===== src/rtl/lsu_pkg.sv =====
// Shared definitions for the MEM-stage load/store access controller:
// funct3 size codes, data_memory dm_ctrl codes, FSM states and size decoding.
package lsu_pkg;

   localparam logic [2:0] F3_B  = 3'b000;
   localparam logic [2:0] F3_H  = 3'b001;
   localparam logic [2:0] F3_W  = 3'b010;
   localparam logic [2:0] F3_BU = 3'b100;
   localparam logic [2:0] F3_HU = 3'b101;

   localparam logic [2:0] DM_LB   = 3'b000;
   localparam logic [2:0] DM_LH   = 3'b001;
   localparam logic [2:0] DM_LW   = 3'b010;
   localparam logic [2:0] DM_LBU  = 3'b100;
   localparam logic [2:0] DM_LHU  = 3'b101;
   localparam logic [2:0] DM_IDLE = 3'b111;

   typedef enum logic [1:0] {
      IDLE = 2'd0,
      BEAT = 2'd1,
      RESP = 2'd2
   } lsu_state_t;

   // Access size in bytes; 0 marks a code with no defined size.
   function automatic logic [2:0] access_size(input logic [2:0] funct3);
      logic [2:0] n;
      case (funct3[1:0])
         2'b00:   n = 3'd1;
         2'b01:   n = 3'd2;
         2'b10:   n = 3'd4;
         default: n = 3'd0;
      endcase
      return n;
   endfunction

   function automatic logic funct3_legal(input logic we, input logic [2:0] funct3);
      logic ok;
      case (funct3)
         F3_B, F3_H, F3_W: ok = 1'b1;
         F3_BU, F3_HU:     ok = ~we;
         default:          ok = 1'b0;
      endcase
      return ok;
   endfunction

endpackage


===== src/rtl/lsu_access_ctrl_if.sv =====
// Execute-stage request/response and data_memory bus for lsu_access_ctrl.
// Request handshake: a transfer happens on a rising edge where req_valid and req_ready are both 1;
// rsp_valid is a single-cycle pulse with no backpressure.
interface lsu_access_ctrl_if #(
   parameter int TAG_W = 5
);
   logic             req_valid;
   logic             req_ready;
   logic             req_we;
   logic [2:0]       req_funct3;
   logic [31:0]      req_addr;
   logic [31:0]      req_wdata;
   logic [TAG_W-1:0] req_tag;

   logic             rsp_valid;
   logic [31:0]      rsp_rdata;
   logic             rsp_err;
   logic [TAG_W-1:0] rsp_tag;

   logic [31:0]      mem_address;
   logic [31:0]      mem_write_data;
   logic             mem_write_enable;
   logic [2:0]       mem_dm_ctrl;
   logic [31:0]      mem_read_data;

   modport slave (
      input  req_valid, req_we, req_funct3, req_addr, req_wdata, req_tag, mem_read_data,
      output req_ready, rsp_valid, rsp_rdata, rsp_err, rsp_tag,
             mem_address, mem_write_data, mem_write_enable, mem_dm_ctrl
   );

   modport master (
      output req_valid, req_we, req_funct3, req_addr, req_wdata, req_tag, mem_read_data,
      input  req_ready, rsp_valid, rsp_rdata, rsp_err, rsp_tag,
             mem_address, mem_write_data, mem_write_enable, mem_dm_ctrl
   );

endinterface


===== src/rtl/lsu_load_extend.sv =====
// Load result formatting: picks the low byte/half/word from the 4-byte lane buffer
// and sign- or zero-extends according to funct3.
module lsu_load_extend
   import lsu_pkg::*;
(
   input  logic [31:0] lanes,
   input  logic [2:0]  funct3,
   output logic [31:0] rdata
);

   always_comb begin
      rdata = '0;
      case (funct3)
         F3_B:    rdata = {{24{lanes[7]}}, lanes[7:0]};
         F3_H:    rdata = {{16{lanes[15]}}, lanes[15:0]};
         F3_W:    rdata = lanes;
         F3_BU:   rdata = {24'd0, lanes[7:0]};
         F3_HU:   rdata = {16'd0, lanes[15:0]};
         default: rdata = '0;
      endcase
   end

endmodule


===== src/rtl/lsu_access_ctrl.sv =====
// MEM-stage load/store controller in front of data_memory; splits misaligned accesses into byte beats.
// Define LSU_MISALIGN_TRAP_EN to reject misaligned accesses with an error response instead of splitting.
module lsu_access_ctrl
   import lsu_pkg::*;
#(
   parameter int MEM_BYTES = 256,
   parameter int TAG_W     = 5
) (
   input  logic              clk,
   input  logic              rst_n,
   lsu_access_ctrl_if.slave  bus,
   output lsu_state_t        dbg_state
);

   lsu_state_t       state, state_d;
   logic [1:0]       beat;
   logic             we_q;
   logic [2:0]       f3_q;
   logic [31:0]      addr_q;
   logic [31:0]      wdata_q;
   logic [TAG_W-1:0] tag_q;
   logic             err_q;
   logic             mis_q;
   logic [3:0][7:0]  lanes;

   logic [2:0]  size_in, size_q;
   logic [32:0] end_addr;
   logic        range_err, mis_in, err_in, last_beat;
   logic [3:0][7:0] wbytes;
   logic [31:0] ext_rdata;

   logic        req_ready_c, rsp_valid_c, rsp_err_c, mem_we_c;
   logic [31:0] rsp_rdata_c, mem_addr_c, mem_wdata_c;
   logic [2:0]  mem_dm_c;
   logic [TAG_W-1:0] rsp_tag_c;

   // Request classification, evaluated on the incoming request in IDLE.
   assign size_in   = access_size(bus.req_funct3);
   assign end_addr  = {1'b0, bus.req_addr} + 33'(size_in) - 33'd1;
   assign range_err = (size_in == 3'd0) || (end_addr >= 33'(MEM_BYTES));
   assign mis_in    = ((size_in == 3'd2) && bus.req_addr[0]) ||
                      ((size_in == 3'd4) && (bus.req_addr[1:0] != 2'b00));
`ifdef LSU_MISALIGN_TRAP_EN
   assign err_in    = !funct3_legal(bus.req_we, bus.req_funct3) || range_err || mis_in;
`else
   assign err_in    = !funct3_legal(bus.req_we, bus.req_funct3) || range_err;
`endif

   assign size_q    = access_size(f3_q);
   assign last_beat = !mis_q || ({1'b0, beat} == (size_q - 3'd1));
   assign wbytes    = wdata_q;

   lsu_load_extend u_extend (
      .lanes  (lanes),
      .funct3 (f3_q),
      .rdata  (ext_rdata)
   );

   always_ff @(posedge clk or negedge rst_n) begin
      if (!rst_n) begin
         state   <= IDLE;
         beat    <= 2'd0;
         we_q    <= 1'b0;
         f3_q    <= 3'd0;
         addr_q  <= 32'd0;
         wdata_q <= 32'd0;
         tag_q   <= '0;
         err_q   <= 1'b0;
         mis_q   <= 1'b0;
         lanes   <= '0;
      end else begin
         state <= state_d;
         case (state)
            IDLE: begin
               if (bus.req_valid) begin
                  we_q    <= bus.req_we;
                  f3_q    <= bus.req_funct3;
                  addr_q  <= bus.req_addr;
                  wdata_q <= bus.req_wdata;
                  tag_q   <= bus.req_tag;
                  err_q   <= err_in;
                  mis_q   <= mis_in;
                  beat    <= 2'd0;
                  lanes   <= '0;
               end
            end
            BEAT: begin
               // data_memory reads combinationally, so the beat's data is valid by this edge.
               if (mis_q) begin
                  lanes[beat] <= bus.mem_read_data[7:0];
                  beat        <= beat + 2'd1;
               end else begin
                  lanes <= bus.mem_read_data;
               end
            end
            default: ;
         endcase
      end
   end

   always_comb begin
      state_d     = state;
      req_ready_c = 1'b0;
      rsp_valid_c = 1'b0;
      rsp_rdata_c = 32'd0;
      rsp_err_c   = 1'b0;
      rsp_tag_c   = '0;
      mem_we_c    = 1'b0;
      mem_addr_c  = 32'd0;
      mem_wdata_c = 32'd0;
      mem_dm_c    = DM_IDLE;
      case (state)
         IDLE: begin
            req_ready_c = 1'b1;
            if (bus.req_valid) state_d = err_in ? RESP : BEAT;
         end
         BEAT: begin
            mem_we_c = we_q;
            if (mis_q) begin
               mem_addr_c  = addr_q + 32'(beat);
               mem_wdata_c = {24'd0, wbytes[beat]};
               mem_dm_c    = we_q ? DM_LB : DM_LBU;
            end else begin
               mem_addr_c  = addr_q;
               mem_wdata_c = wdata_q;
               if (we_q)                 mem_dm_c = f3_q;
               else if (size_q == 3'd4)  mem_dm_c = DM_LW;
               else if (size_q == 3'd2)  mem_dm_c = DM_LH;
               else                      mem_dm_c = DM_LB;
            end
            if (last_beat) state_d = RESP;
         end
         RESP: begin
            rsp_valid_c = 1'b1;
            rsp_err_c   = err_q;
            rsp_tag_c   = tag_q;
            rsp_rdata_c = (we_q || err_q) ? 32'd0 : ext_rdata;
            state_d     = IDLE;
         end
         default: state_d = IDLE;
      endcase
   end

   assign bus.req_ready        = req_ready_c;
   assign bus.rsp_valid        = rsp_valid_c;
   assign bus.rsp_rdata        = rsp_rdata_c;
   assign bus.rsp_err          = rsp_err_c;
   assign bus.rsp_tag          = rsp_tag_c;
   assign bus.mem_address      = mem_addr_c;
   assign bus.mem_write_data   = mem_wdata_c;
   assign bus.mem_write_enable = mem_we_c;
   assign bus.mem_dm_ctrl      = mem_dm_c;
   assign dbg_state            = state;

endmodule

===== src/flat_wrapper.sv =====
// flat-port wrapper written by rule: the top's interface ports become plain ports
module lsu_access_ctrl_flat import lsu_pkg::*;
#(
   parameter int MEM_BYTES = 256,
   parameter int TAG_W     = 5
)
  (clk, rst_n, dbg_state, bus_req_valid, bus_req_we, bus_req_funct3, bus_req_addr, bus_req_wdata, bus_req_tag, bus_mem_read_data, bus_req_ready, bus_rsp_valid, bus_rsp_rdata, bus_rsp_err, bus_rsp_tag, bus_mem_address, bus_mem_write_data, bus_mem_write_enable, bus_mem_dm_ctrl);
  lsu_access_ctrl_if #(.TAG_W(TAG_W)) bus_i ();
  input  logic clk;
  input  logic rst_n;
  output lsu_state_t dbg_state;
  input wire logic [$bits(bus_i.req_valid)-1:0] bus_req_valid;
  input wire logic [$bits(bus_i.req_we)-1:0] bus_req_we;
  input wire logic [$bits(bus_i.req_funct3)-1:0] bus_req_funct3;
  input wire logic [$bits(bus_i.req_addr)-1:0] bus_req_addr;
  input wire logic [$bits(bus_i.req_wdata)-1:0] bus_req_wdata;
  input wire logic [$bits(bus_i.req_tag)-1:0] bus_req_tag;
  input wire logic [$bits(bus_i.mem_read_data)-1:0] bus_mem_read_data;
  output wire logic [$bits(bus_i.req_ready)-1:0] bus_req_ready;
  output wire logic [$bits(bus_i.rsp_valid)-1:0] bus_rsp_valid;
  output wire logic [$bits(bus_i.rsp_rdata)-1:0] bus_rsp_rdata;
  output wire logic [$bits(bus_i.rsp_err)-1:0] bus_rsp_err;
  output wire logic [$bits(bus_i.rsp_tag)-1:0] bus_rsp_tag;
  output wire logic [$bits(bus_i.mem_address)-1:0] bus_mem_address;
  output wire logic [$bits(bus_i.mem_write_data)-1:0] bus_mem_write_data;
  output wire logic [$bits(bus_i.mem_write_enable)-1:0] bus_mem_write_enable;
  output wire logic [$bits(bus_i.mem_dm_ctrl)-1:0] bus_mem_dm_ctrl;
  assign bus_i.req_valid = bus_req_valid;
  assign bus_i.req_we = bus_req_we;
  assign bus_i.req_funct3 = bus_req_funct3;
  assign bus_i.req_addr = bus_req_addr;
  assign bus_i.req_wdata = bus_req_wdata;
  assign bus_i.req_tag = bus_req_tag;
  assign bus_i.mem_read_data = bus_mem_read_data;
  assign bus_req_ready = bus_i.req_ready;
  assign bus_rsp_valid = bus_i.rsp_valid;
  assign bus_rsp_rdata = bus_i.rsp_rdata;
  assign bus_rsp_err = bus_i.rsp_err;
  assign bus_rsp_tag = bus_i.rsp_tag;
  assign bus_mem_address = bus_i.mem_address;
  assign bus_mem_write_data = bus_i.mem_write_data;
  assign bus_mem_write_enable = bus_i.mem_write_enable;
  assign bus_mem_dm_ctrl = bus_i.mem_dm_ctrl;
  lsu_access_ctrl #(.MEM_BYTES(MEM_BYTES), .TAG_W(TAG_W)) u_core (.clk(clk), .rst_n(rst_n), .bus(bus_i), .dbg_state(dbg_state));
endmodule

===== config.mk =====
export PLATFORM = sky130hd
export DESIGN_NAME = lsu_access_ctrl_flat
export DESIGN_NICKNAME = d
export VERILOG_FILES = /design/src/rtl/lsu_pkg.sv /design/src/rtl/lsu_access_ctrl_if.sv /design/src/rtl/lsu_load_extend.sv /design/src/rtl/lsu_access_ctrl.sv /design/src/flat_wrapper.sv
export SDC_FILE = /design/constraint.sdc
export NUM_CORES = 1
export LEC_CHECK = 0
export BUFFER_PORTS_ARGS = -buffer_cell sky130_fd_sc_hd__buf_2
export CAP_MARGIN = 20
export CORE_MARGIN = 2
export CORE_UTILIZATION = 52
export DETAILED_ROUTE_END_ITERATION = 16
export GPL_ROUTABILITY_DRIVEN = 0
export GPL_TIMING_DRIVEN = 1
export PLACE_DENSITY = 0.79
export SETUP_SLACK_MARGIN = 0.1
export SYNTH_ARGS = -nofsm -noshare
export SYNTH_HDL_FRONTEND = slang
export SYNTH_SLANG_ARGS = --single-unit

===== constraint.sdc =====
create_clock -name clk -period 7.3 [get_ports clk]
set_clock_uncertainty 0.15 [all_clocks]
set_input_delay 0.73 -clock clk [delete_from_list [all_inputs] [get_ports clk]]
set_output_delay 0.73 -clock clk [all_outputs]
set_load 0.02 [all_outputs]

# Yosys cells after proc, flatten, opt, wreduce, memory -nomap -nowiden
# Index checks and enable logic that the tools add are counted.
# op_classes
magnitude_cmp,3
eq_ne,22
n_bitwise,1
n_mux,36
reduce_logical,24
add_sub_neg,5
# ops
op,count
two-way mux 32 bit,8
one-hot mux 32 bit (5 select lines),1
one-hot mux 32 bit (2 select lines),1
adder 32 x 3 -> 33 bit,1
">= comparator 33 x 9 -> 1 bit, second input constant",1
"subtractor 33 x 1 -> 33 bit, second input constant",1
adder 32 x 2 -> 32 bit,1
bitwise mux 32 bit,1
"equality test 3 bit, second input constant",6
one-hot mux 3 bit (3 select lines),2
binary-select mux 8 bit (select 2 bit),1
demux 8 bit (select 2 bit),1
two-way mux 8 bit,2
two-way mux 3 bit,5
"equality test 3 x 2 -> 1 bit, second input constant",4
two-way mux 2 bit,5
zero test 3 bit,3
one-hot mux 2 bit (2 select lines),2
"equality test 2 x 1 -> 1 bit, second input constant",3
"equality test 2 bit, second input constant",3
"equality test 3 x 1 -> 1 bit, second input constant",2
zero test 2 bit,3
AND reduction 2 bit,3
logical OR 1 bit,5
17 further kinds,26
# totals
word_cells,104
output_inout_bits,110
register_bits,111

# Logic depth before layout (Yosys ltp)
# logic_depth
depth_word,10
ltp_mapped,16

# Modules after synthesis
# Synthesis repeated with hierarchy kept, for this count alone.
# unflattened
hier_cells,1141
hier_area_um2,8724.6
# modules_own_cells
mod,seq_area_each_um2,n_inst,area_per_inst_um2,cells_per_inst
lsu_access_ctrl,2777.7,1,8131.5,1070
lsu_load_extend,0.0,1,593.1,71

# Worst setup path after synthesis
# Ideal clock, no wire load.
# synth_path
path_kind,input to register
from,in bus_req_funct3[1]
to,reg u_core.state[1] (netlist: u_core.dbg_state[1])
cell_stages,16
required_ns,7.014
n_path_buf,0
setup_slack_ns,3.669
t_arrival_ns,3.345
cell_sequence,or2_2 ha_1 inv_1 ha_1 inv_1 fa_1 nor2b_1 o31ai_4 a31o_2 o21ai_2 a31oi_1 xnor2_1 nor4_1 nand4_1 nor4_1 nor4_1
# synth_between
elab_chain_len,10
# synth_lines
element,line_no,source
"start, declared",flat_wrapper.sv:14,input wire logic [$bits(bus_i.req_funct3)-1:0] bus_req_funct3;
equality test 2 bit (tied with other cells),lsu_pkg.sv:27,case (funct3[1:0])
one-hot mux 3 bit (3 select lines),lsu_pkg.sv:27,
adder 32 x 3 -> 33 bit,lsu_access_ctrl.sv:39,"assign end_addr = {1'b0, bus.req_addr} + 33'(size_in) - 33'd1;"
subtractor 33 x 1 -> 33 bit,lsu_access_ctrl.sv:39,
>= comparator 33 x 9 -> 1 bit,lsu_access_ctrl.sv:40,assign range_err = (size_in == 3'd0) || (end_addr >= 33'(MEM_BYTES));
logical OR 1 bit,lsu_access_ctrl.sv:40,
logical OR 1 bit (*),lsu_access_ctrl.sv:46,"assign err_in = !funct3_legal(bus.req_we, bus.req_funct3) || range_err;"
two-way mux 2 bit (*) (2 in series),lsu_access_ctrl.sv:115,if (bus.req_valid) state_d = err_in ? RESP : BEAT;
one-hot mux 2 bit (2 select lines) (*),lsu_access_ctrl.sv:112,case (state)
"end signal, assigned",lsu_access_ctrl.sv:72,state <= state_d;
"end, declared",lsu_access_ctrl.sv:15,"lsu_state_t state, state_d;"
# Every way passes the cells marked *; elsewhere a longest branch is shown, timed or not. The select of a mux whose other input is x is not followed.
# A chain may end at the register's enable or synchronous reset.

# Final worst setup path
# layout_path
from,reg u_core.beat[0]
to,out bus_mem_address[30]
# layout_between
elab_chain_len,3
# layout_lines
element,line_no,source
"start, declared",lsu_access_ctrl.sv:16,logic [1:0] beat;
"start signal, assigned",lsu_access_ctrl.sv:91,beat <= beat + 2'd1;
adder 32 x 2 -> 32 bit,lsu_access_ctrl.sv:120,mem_addr_c = addr_q + 32'(beat);
two-way mux 32 bit,lsu_access_ctrl.sv:119,if (mis_q) begin
two-way mux 32 bit,lsu_access_ctrl.sv:112,
"end, declared",flat_wrapper.sv:24,output wire logic [$bits(bus_i.mem_address)-1:0] bus_mem_address;
# No other way between the ends.

==> metrics.md <==
| Metric | Value |
|---|---|
| Reg2Reg Setup Slack | 4.53 ns |
| Nets | around 1400 |
| Wirelength per Cell | 16.25 um |
| Synthesized area per cell | 7.553 um^2 |
| Hold Buf Count CTS | 0 |
| Worst-path fanout max | 17 |
| Most common cell in the netlist | nand2_1 |
| Synth-to-layout area growth | 18.51% |
| IO buf count | 217 |
| Top post-synthesis cells by area | dfrtp_1 (34%), nand2_1 (11%), a21oi_1 (6.8%), ha_1 (6.1%), o21ai_0 (6.0%) |
| Vias in the first global route | 7990 |
| DR vias | around 8600 |
| Largest net degree at the start of global routing | 107 |
| R2R cell count | 5 |
| Reg2reg end | u_core.lanes[18] |
| Final setup viols | 0 |
| Max-slew violation count | 0 |
| CP endpoint kind | output port |
| Pwr dens | 172.5 nW/um^2 |
| Top-area cell type share of the netlist area | 0.3365 |
| Net Count, Synth | 1243 |
| Period utilization | 0.5916 |
| Die ar. | between 15000 and 20000 um^2 |
| Synthesized instance count | 1093 |
| Async SR Flop Fraction | 1.000 |
| Htree depth | 3 |
| DIE WIDTH | 130 um |
| First-pass GRT wire length | 38320 um |
| First-pass DRT Iterations | 7 |
| Total Wirelength | 24260 um |
| FMAX | 0.2315 GHz |
| Slew headroom | 0.3093 |
| Startpoint type of the worst setup path | flip-flop |
| Number of flops mapped to enable cells by yosys | 0 |
| Biggest area consumer among synthesized cells | dfrtp_1 |
| Cts repair resizes | 0 |
| Clk root buf | clkbuf_16 |
| Unique masters post-synth | 72 |
| Clk_lat worst skew | 0.36 ns |
| Initial antenna violation count | 0 |
| Critical path endpoint | bus_mem_address[30] |
| CTS tree | done |
| Max clock buf depth | 2 |
| Sequential area share after synthesis | 0.3365 |
| Diodes inserted | 0 |
| Arrival @ worst endpoint | around 3.4 ns |
| FF-to-FF Start | u_core.dbg_state[0] |
| Status | completed |
| Initial Util | 0.5254 |
| CTS clk-pin slew, worst paths | 0.08 ns |
| Synth Flop Type | dfrtp_1 |
| Unrepaired setup endpoints after global routing | no |
| FP Rows | 46 |
| Grt ovf | 0 |
| Maximum vdd drop | roughly 0.00012 V |
| Leak Pwr | roughly 0.0048 uW |
| Postcts setup bufs | 0 |
| Setup crit start | u_core.beat[0] |
| Tmin final | 4.319 ns |
| I/O pins | 218 |
| Die span in y | 130 um |
| Slew @ Worst Pin | 1.036 ns |
| Hpwl dp | 18110 um |
| CTS Buf Count | 9 |
| Setup TNS | 0 ns |
| MaxCap Viol Count | 0 |
| WP data required | 6.42 ns |
| Ratio of cells with drive above 1 in the final layout | 0.2169 |
| Final hold viol count | 0 |
| Crit Path Class | reg -> out |
| DRC | 0 |
| WHS | 0.2247 ns |
| Synthesis Warnings | 0 |
| Register bit count reported by yosys | 111 |
| Via/cell ratio | 5.752 |
| TritonCTS Sinks | between 100 and 150 |
| Worst hold path type | in -> async |
| DRT iter0 DRCs | 825 |
| Syn Std Cell Area | ~8300 um^2 |
| Core ar. | 15710 um^2 |
| ANT nets after route | 0 |
| Post-synth top cells | nand2_1 (245), a21oi_1 (112), dfrtp_1 (111) |
| GRT Total Usage | 0.2841 |
==> state kept, by name, summed over array words and instances, names as in the netlist <==
name	count
u_core.tag_q	5
u_core.we_q	1
u_core.beat	2
u_core.wbytes	32
u_core.err_q	1
u_core.lanes	32
u_core.dbg_state	2
u_core.mis_q	1
u_core.f3_q	3
u_core.addr_q	32
==> worst max-delay path: stages, from the launching register on <==
cell,delay (ns)
dfrtp_1,0.79
ha_1,0.29
inv_1,0.06
fa_1,0.47
nor3_2,0.21
buf_4,0.20
nand3_1,0.08
nor2_1,0.20
and4_1,0.25
nand4_1,0.11
xor2_1,0.15
nor2_1,0.08
buf_2,0.17
==> cell type report <==
cell class / count / area, um^2
clock buffer: 11 / 242.7
fill: 1429 / 5929
multi-input combinational: 876 / 5074
sequential: 111 / 2778
timing repair buffer: 223 / 1140
tap: 216 / 270.3
inverter: 51 / 191.4
clock inverter: 5 / 87.58
==> kinds of logic after synthesis <==
| logic type | synth area share |
|---|---|
| fa+ha+maj | 0.06547 |
| simple gates | 0.2764 |
| buf+inv | 0.05092 |
| xor+xnor | 0.03819 |
| compound gates | 0.2154 |
| flops | 0.3365 |
| mux | 0.01713 |
==> power by group <==
part | switching [uW] | internal, uW | leakage, uW
clock network | 248 | 315 | 0.000158
logic | 245 | 154 | 0.00324
registers | 56.9 | 668 | 0.00142
==> how the worst min path moves through the flow <==
stage | to | slack [ns] | cells past startpoint
floorplan | u_core.addr_q[0] | 0.28 | 0
global placement | u_core.tag_q[3] | 0.30 | 2
detailed placement | u_core.tag_q[3] | 0.30 | 2
CTS | u_core.addr_q[8] | 0.25 | 1
global route | u_core.addr_q[8] | 0.27 | 1
finish | u_core.addr_q[8] | 0.22 | 1
==> through the flow <==
| stage | cell area [um^2] | utilization | setup slack, ns | power (uW) | instances |
|---|---|---|---|---|---|
| floorplan | 8255 | - | 3.669 | 997.2 | 1093 |
| global placement | 9439 | 0.6007 | 3.359 | 1117 | 1476 |
| detailed placement | 9439 | 0.6007 | 3.177 | 1128 | 1476 |
| CTS | 9769 | 0.6218 | 2.989 | 1687 | 1492 |
| global route | 9783 | 0.6226 | 2.727 | 1776 | 1493 |
| finish | 9783 | 0.6226 | 2.981 | 1687 | 1493 |
==> cells in the final DEF (no fill, tap or decap), types with 14 or more instances in the layout <==
master   instances
nand2_1        244
buf_2          216
a21oi_1        112
dfrtp_1        111
o21ai_0         99
nor2_1          68
inv_1           51
and2_1          41
ha_1            40
nor2b_1         31
xor2_1          22
nand3_1         21
nand4_1         17
xnor2_1         14
==> routing by layer <==
layer  vias up  wire [um]  track usage
li1       4115          -            -
met1      4050      10470       0.3670
met2       369      11780       0.4885
met3        53       1345      0.03690
met4         0        661       0.1063
met5         -          0            0
(Power assumes the default switching activity.)
